===== src/rtl/rr_mux_sel_arbiter_pkg.sv =====
// Shared definitions for the round-robin mux-select arbiter.
package rr_mux_sel_arbiter_pkg;

    // Two-state arbitration FSM
    typedef enum logic {
        ST_IDLE  = 1'b0,
        ST_GRANT = 1'b1
    } state_t;

    localparam int unsigned NUM_SRC = 4;
    localparam int unsigned SEL_W   = 2;

    // Convert a source index into its one-hot grant vector
    function automatic logic [NUM_SRC-1:0] onehot(input logic [SEL_W-1:0] idx);
        return NUM_SRC'(1) << idx;
    endfunction

endpackage


===== src/rtl/rr_mux_sel_arbiter_pick4.sv =====
// Combinational round-robin pick: first set request at or after ptr (mod 4).
module rr_pick4
    import rr_mux_sel_arbiter_pkg::*;
(
    input  logic [NUM_SRC-1:0] req,
    input  logic [SEL_W-1:0]   ptr,
    output logic [SEL_W-1:0]   idx,
    output logic               any
);

    logic [2*NUM_SRC-1:0] dbl;
    logic [NUM_SRC-1:0]   rot;
    logic [SEL_W-1:0]     enc;
    logic                 found;

    // Rotate right by ptr so the highest-priority source lands at bit 0
    assign dbl = {req, req} >> ptr;
    assign rot = dbl[NUM_SRC-1:0];

    // Fixed-priority encode of the rotated vector (lowest bit wins)
    always_comb begin
        enc   = '0;
        found = 1'b0;
        for (int unsigned i = 0; i < NUM_SRC; i++) begin
            if (!found && rot[i]) begin
                enc   = SEL_W'(i);
                found = 1'b1;
            end
        end
    end

    // Undo the rotation; the 2-bit add wraps mod 4
    assign idx = enc + ptr;
    assign any = |req;

endmodule


===== src/rtl/rr_mux_sel_arbiter.sv =====
// Round-robin arbiter owning the 4-to-1 mux select; grants are held until
// done, request withdrawal, or hold timeout, with one idle bubble between grants.
module rr_mux_sel_arbiter
    import rr_mux_sel_arbiter_pkg::*;
#(
    parameter int MAX_HOLD = 16,
    parameter int CNT_W    = 5
) (
    input  logic               clk,
    input  logic               rst,
    input  logic [NUM_SRC-1:0] req,
    input  logic               done,
    output logic [SEL_W-1:0]   sel,
    output logic [NUM_SRC-1:0] grant,
    output logic               busy
);

    localparam bit               TIMEOUT_EN = (MAX_HOLD != 0);
    localparam logic [CNT_W-1:0] HOLD_LAST  = TIMEOUT_EN ? CNT_W'(MAX_HOLD - 1) : '0;

    state_t             state, state_next;
    logic [SEL_W-1:0]   ptr, ptr_next;
    logic [SEL_W-1:0]   sel_next;
    logic [NUM_SRC-1:0] grant_next;
    logic               busy_next;
    logic [CNT_W-1:0]   hold_cnt, cnt_next;

    logic [SEL_W-1:0]   pick_idx;
    logic               pick_any;
    logic               rel;

    rr_pick4 u_pick (
        .req (req),
        .ptr (ptr),
        .idx (pick_idx),
        .any (pick_any)
    );

    // Release the current grant on done, dropped request, or last permitted cycle
    assign rel = done | ~req[sel] | (TIMEOUT_EN && (hold_cnt == HOLD_LAST));

    // State, pointer, counter and output registers with synchronous reset
    always_ff @(posedge clk) begin
        if (rst) begin
            state    <= ST_IDLE;
            ptr      <= '0;
            sel      <= '0;
            grant    <= '0;
            busy     <= 1'b0;
            hold_cnt <= '0;
        end else begin
            state    <= state_next;
            ptr      <= ptr_next;
            sel      <= sel_next;
            grant    <= grant_next;
            busy     <= busy_next;
            hold_cnt <= cnt_next;
        end
    end

    // Next-state and next-output logic; sel only moves on IDLE->GRANT
    always_comb begin
        state_next = state;
        ptr_next   = ptr;
        sel_next   = sel;
        grant_next = grant;
        busy_next  = busy;
        cnt_next   = hold_cnt;
        unique case (state)
            ST_IDLE: begin
                if (pick_any) begin
                    sel_next   = pick_idx;
                    grant_next = onehot(pick_idx);
                    busy_next  = 1'b1;
                    cnt_next   = '0;
                    state_next = ST_GRANT;
                end
            end
            ST_GRANT: begin
                if (rel) begin
                    grant_next = '0;
                    busy_next  = 1'b0;
                    ptr_next   = sel + SEL_W'(1);
                    state_next = ST_IDLE;
                end else begin
                    cnt_next = hold_cnt + CNT_W'(1);
                end
            end
            default: state_next = ST_IDLE;
        endcase
    end

endmodule

===== config.mk =====
export PLATFORM = sky130hd
export DESIGN_NAME = rr_mux_sel_arbiter
export DESIGN_NICKNAME = d
export VERILOG_FILES = /design/src/rtl/rr_mux_sel_arbiter_pkg.sv /design/src/rtl/rr_mux_sel_arbiter_pick4.sv /design/src/rtl/rr_mux_sel_arbiter.sv
export SDC_FILE = /design/constraint.sdc
export NUM_CORES = 1
export LEC_CHECK = 0
export BUFFER_PORTS_ARGS = -buffer_cell sky130_fd_sc_hd__buf_4
export CAP_MARGIN = 20
export CORE_AREA = 2 2 47 49
export CTS_BUF_LIST = sky130_fd_sc_hd__clkbuf_16
export DETAILED_ROUTE_END_ITERATION = 8
export DIE_AREA = 0 0 49 51
export PLACE_DENSITY = 0.68
export SLEW_MARGIN = 15
export SYNTH_ARGS = -nofsm -noshare
export SYNTH_HDL_FRONTEND = slang
export SYNTH_SLANG_ARGS = --single-unit

===== constraint.sdc =====
create_clock -name clk -period 4.8 [get_ports clk]
set_clock_uncertainty 0.1 [all_clocks]
set_input_delay 0.48 -clock clk [delete_from_list [all_inputs] [get_ports clk]]
set_output_delay 0.48 -clock clk [all_outputs]
set_load 0.1 [all_outputs]

==> metrics.md <==
| Metric | Value |
|---|---|
| Status | finished, final reports clean |
| Layout cells sized above 1 | 20.5% |
| Ant diodes | 0 |
| Synth Area in XOR/XNOR | 2.74% |
| Dominant cells by area after synthesis | dfxtp_1 (31%), nand3_1 (7.3%), nor2_1 (4.3%), ha_1 (3.9%), nand2_1 (3.5%) |
| DPL Wire Length | 1410 um |
| Main synth FF type | dfxtp_1 |
| Synth Area in Simple Gates | 29.8% |
| Clock power frac | 33.6% |
| Gr usage total | 18.0% |
| Die area | 2500 sq um |
| Synth Area in Compound Gates | 23.8% |
| Syn_nets | 126 |
| Leading area contributor after synthesis | dfxtp_1 |
| Area Growth Syn to Fin | 19.5% |
| Max_slew headroom | 64.9% |
| Placed Cells | 151 |
| Sw Pwr | 0.185 mW |
| Commonest cells post-synth | dfxtp_1 (15), nand3_1 (14), nor2_1 (11), nand2_1 (9) |
| Max cap viols | 0 |
| Crit-path max FO | 11 |
| Worst skew pair latency | 250 ps |
| H-Tree Level Count | 1 |
| Yosys reg bits | 15 |
| Die W | 49 um |
| Peak VDD IR | 0.298 mV |
| Ys Warns | 0 |
| Switching Share | 38.1% |
| Kind of end point of the critical path | flip-flop |
| Post-Syn Instances | 116 |
| Area of the multi-input gates | 617 sq um |
| CTS tree | yes |
| FF+latch area | 300 sq um |
| GP Congestion | 0.861 |
| Leak | 0.441 nW |
| CP Launch Type | flip-flop |
| Final TNS setup | 0 ps |
| Sequential-to-total area share from yosys stat | 31.3% |
| First-pass GRT wire length | 3480 um |
| Largest family of logic cells by synthesized area | simple AND/OR/NAND/NOR gates |
| Layout Cells excl Fill | 155 |
| Endpoints failing hold | 0 |
| CTS max path bufs | 2 |
| Worst Max-Slew Pin Slew | 527 ps |
| Post-route DRC | 0 |
| FMAX | 418 MHz |
| Top cell type's share of synthesized area | 31.3% |
| Initial antenna violation count | 0 |
| Post-synth EDFFs | 0 |
| Yosys cell types | 40 |
| Total grt overflow | 0 |
| Crit path required time | 4890 ps |
| Count leader, synth | dfxtp_1 |
| Asr flop ratio synth | 0% |
| Layout Nets | 138 |
| Clock buffer count from CTS | 3 |
| RSZ-0062 raised after global routing | false |
| Total internal power | 0.300 mW |
| Placeable Area | 2060 sq um |
| Worst Hold Class | flip-flop to flip-flop |
| Detailed-route via count | 868 |
| Crit path kind | flip-flop to flip-flop |
| Clock transition at path regs | 50 ps |
| Die height | 51 um |
| Initial Util | 46.5% |
| IO Port Bufs | 13 |
| Resized cells post-CTS | 0 |
| Mapped Area | 958 sq um |
| Mux cell area share after synthesis | 4.18% |
| Post-Synth Adder-Cell Area | 3.92% |
| Tcrit/Tclk final | 49.9% |
| CTS Root Cell | clkbuf_16 |
| Fin. max-slew vios | 0 |
| Vias in the first global route | 777 |
| Combinational power share | 34.7% |
| Pwr Density | 424 nW/um^2 |
| Fill cells | 199 |
| Per-cell routed wire length | 12.7 um |
| Io pins | 14 |
| Crit path DAT | 2480 ps |
| Detail Route Antenna Nets | 0 |
| Share of power burned in registers | 31.7% |
| Clock Sinks | 15 |
| Core Rows | 17 |
| Post-CTS Setup Inserts | 0 |
| Drt pass-1 iters | 4 |
| Largest net degree at the start of global routing | 17 |
| Hold Buf Count CTS | 0 |
| Final number of setup-violating endpoints | 0 |
| Syn Area/Cell | 8.26 sq um |
| Routed wire length | 1970 um |
| Via/cell ratio | 5.60 |
| Initial DRC Count | 19 |
| Time the worst path needs with I/O delays and setup | 2390 ps |
layout by cell type, fill, tap and decap left out, types with 3 or more instances in the layout:
cell / synthesis / layout
dfxtp_1: 15 / 15
nand3_1: 14 / 14
buf_4: 0 / 13
nor2_1: 11 / 11
nand2_1: 9 / 9
a21oi_1: 5 / 5
o21ai_0: 5 / 5
inv_1: 4 / 4
nor3_1: 3 / 3
nor4_1: 3 / 3
nand3b_1: 3 / 3
a31oi_1: 3 / 3
ha_1: 3 / 3
clkbuf_16: 0 / 3
through the flow:
stage	hold WS [ps]	area (sq um)	utilization, %	worst slack [ps]	power, mW
after global routing	388	1140	55.5	2160	0.507
after detailed placement	362	1060	51.6	2400	0.324
after floorplan	348	958	-	2520	0.292
after global placement	356	1060	51.6	2440	0.322
after CTS	373	1140	55.5	2430	0.489
final	368	1140	55.5	2410	0.485
critical path, stage by stage (launching register included):
cell      delay (ps)
dfxtp_1          550
nor2_1            90
a221oi_1         290
a31oi_1           70
a211o_1          240
ha_1             220
xnor2_1          170
nor4b_1          360
o21ai_0          150
nand3_1           90
power by group through the flow:
stage          combinational [mW]  clock [mW]  sequential [mW]
2_1_floorplan              0.0761           0            0.216
4_1_cts                     0.168       0.167            0.154
5_1_grt                     0.179       0.172            0.156
3_5_place_dp                0.167           0            0.157
3_3_place_gp                0.166           0            0.156
6_report                    0.168       0.163            0.154
kinds of logic (layout without fill, tap and decap cells):
family                     Yosys count  after routing
muxes                                3              3
and+or+nand+nor                     53             53
adders and majority gates            3              3
AOI/OAI and AO/OA                   29             29
buffers and inverters               10             21
xor gates and xnor gates             3              3
DFF                                 15             15
state kept, by name (all words and copies together) (netlist names):
name / count
sel: 2
busy: 1
hold_cnt: 5
ptr: 2
state: 1
grant: 4
per-layer routing:
metal,track usage (%),routed length [um]
met5,0,0
met4,10.0,31
met3,4.09,75
met2,26.7,831
met1,24.2,1030
worst paths after layout:
| check | start | slack (ps) | depth (start not counted) | end |
|---|---|---|---|---|
| worst max register to register | ptr[0] | 2410 | 9 | grant[1] |
| worst min-delay path | hold_cnt[4] | 370 | 2 | hold_cnt[4] |
| worst min register to register | hold_cnt[4] | 370 | 2 | hold_cnt[4] |
| worst max-delay path | ptr[0] | 2410 | 9 | grant[1] |
area by class of cell:
| cell class | count | area share, % |
|---|---|---|
| Multi-Input combinational cell | 91 | 53.9 |
| Sequential cell | 15 | 26.2 |
| Timing Repair Buffer | 13 | 8.52 |
| Clock buffer | 3 | 6.56 |
| Tap cell | 28 | 3.06 |
| Inverter | 4 | 1.31 |
| Clock inverter | 1 | 0.437 |
(Power assumes the default switching activity.)
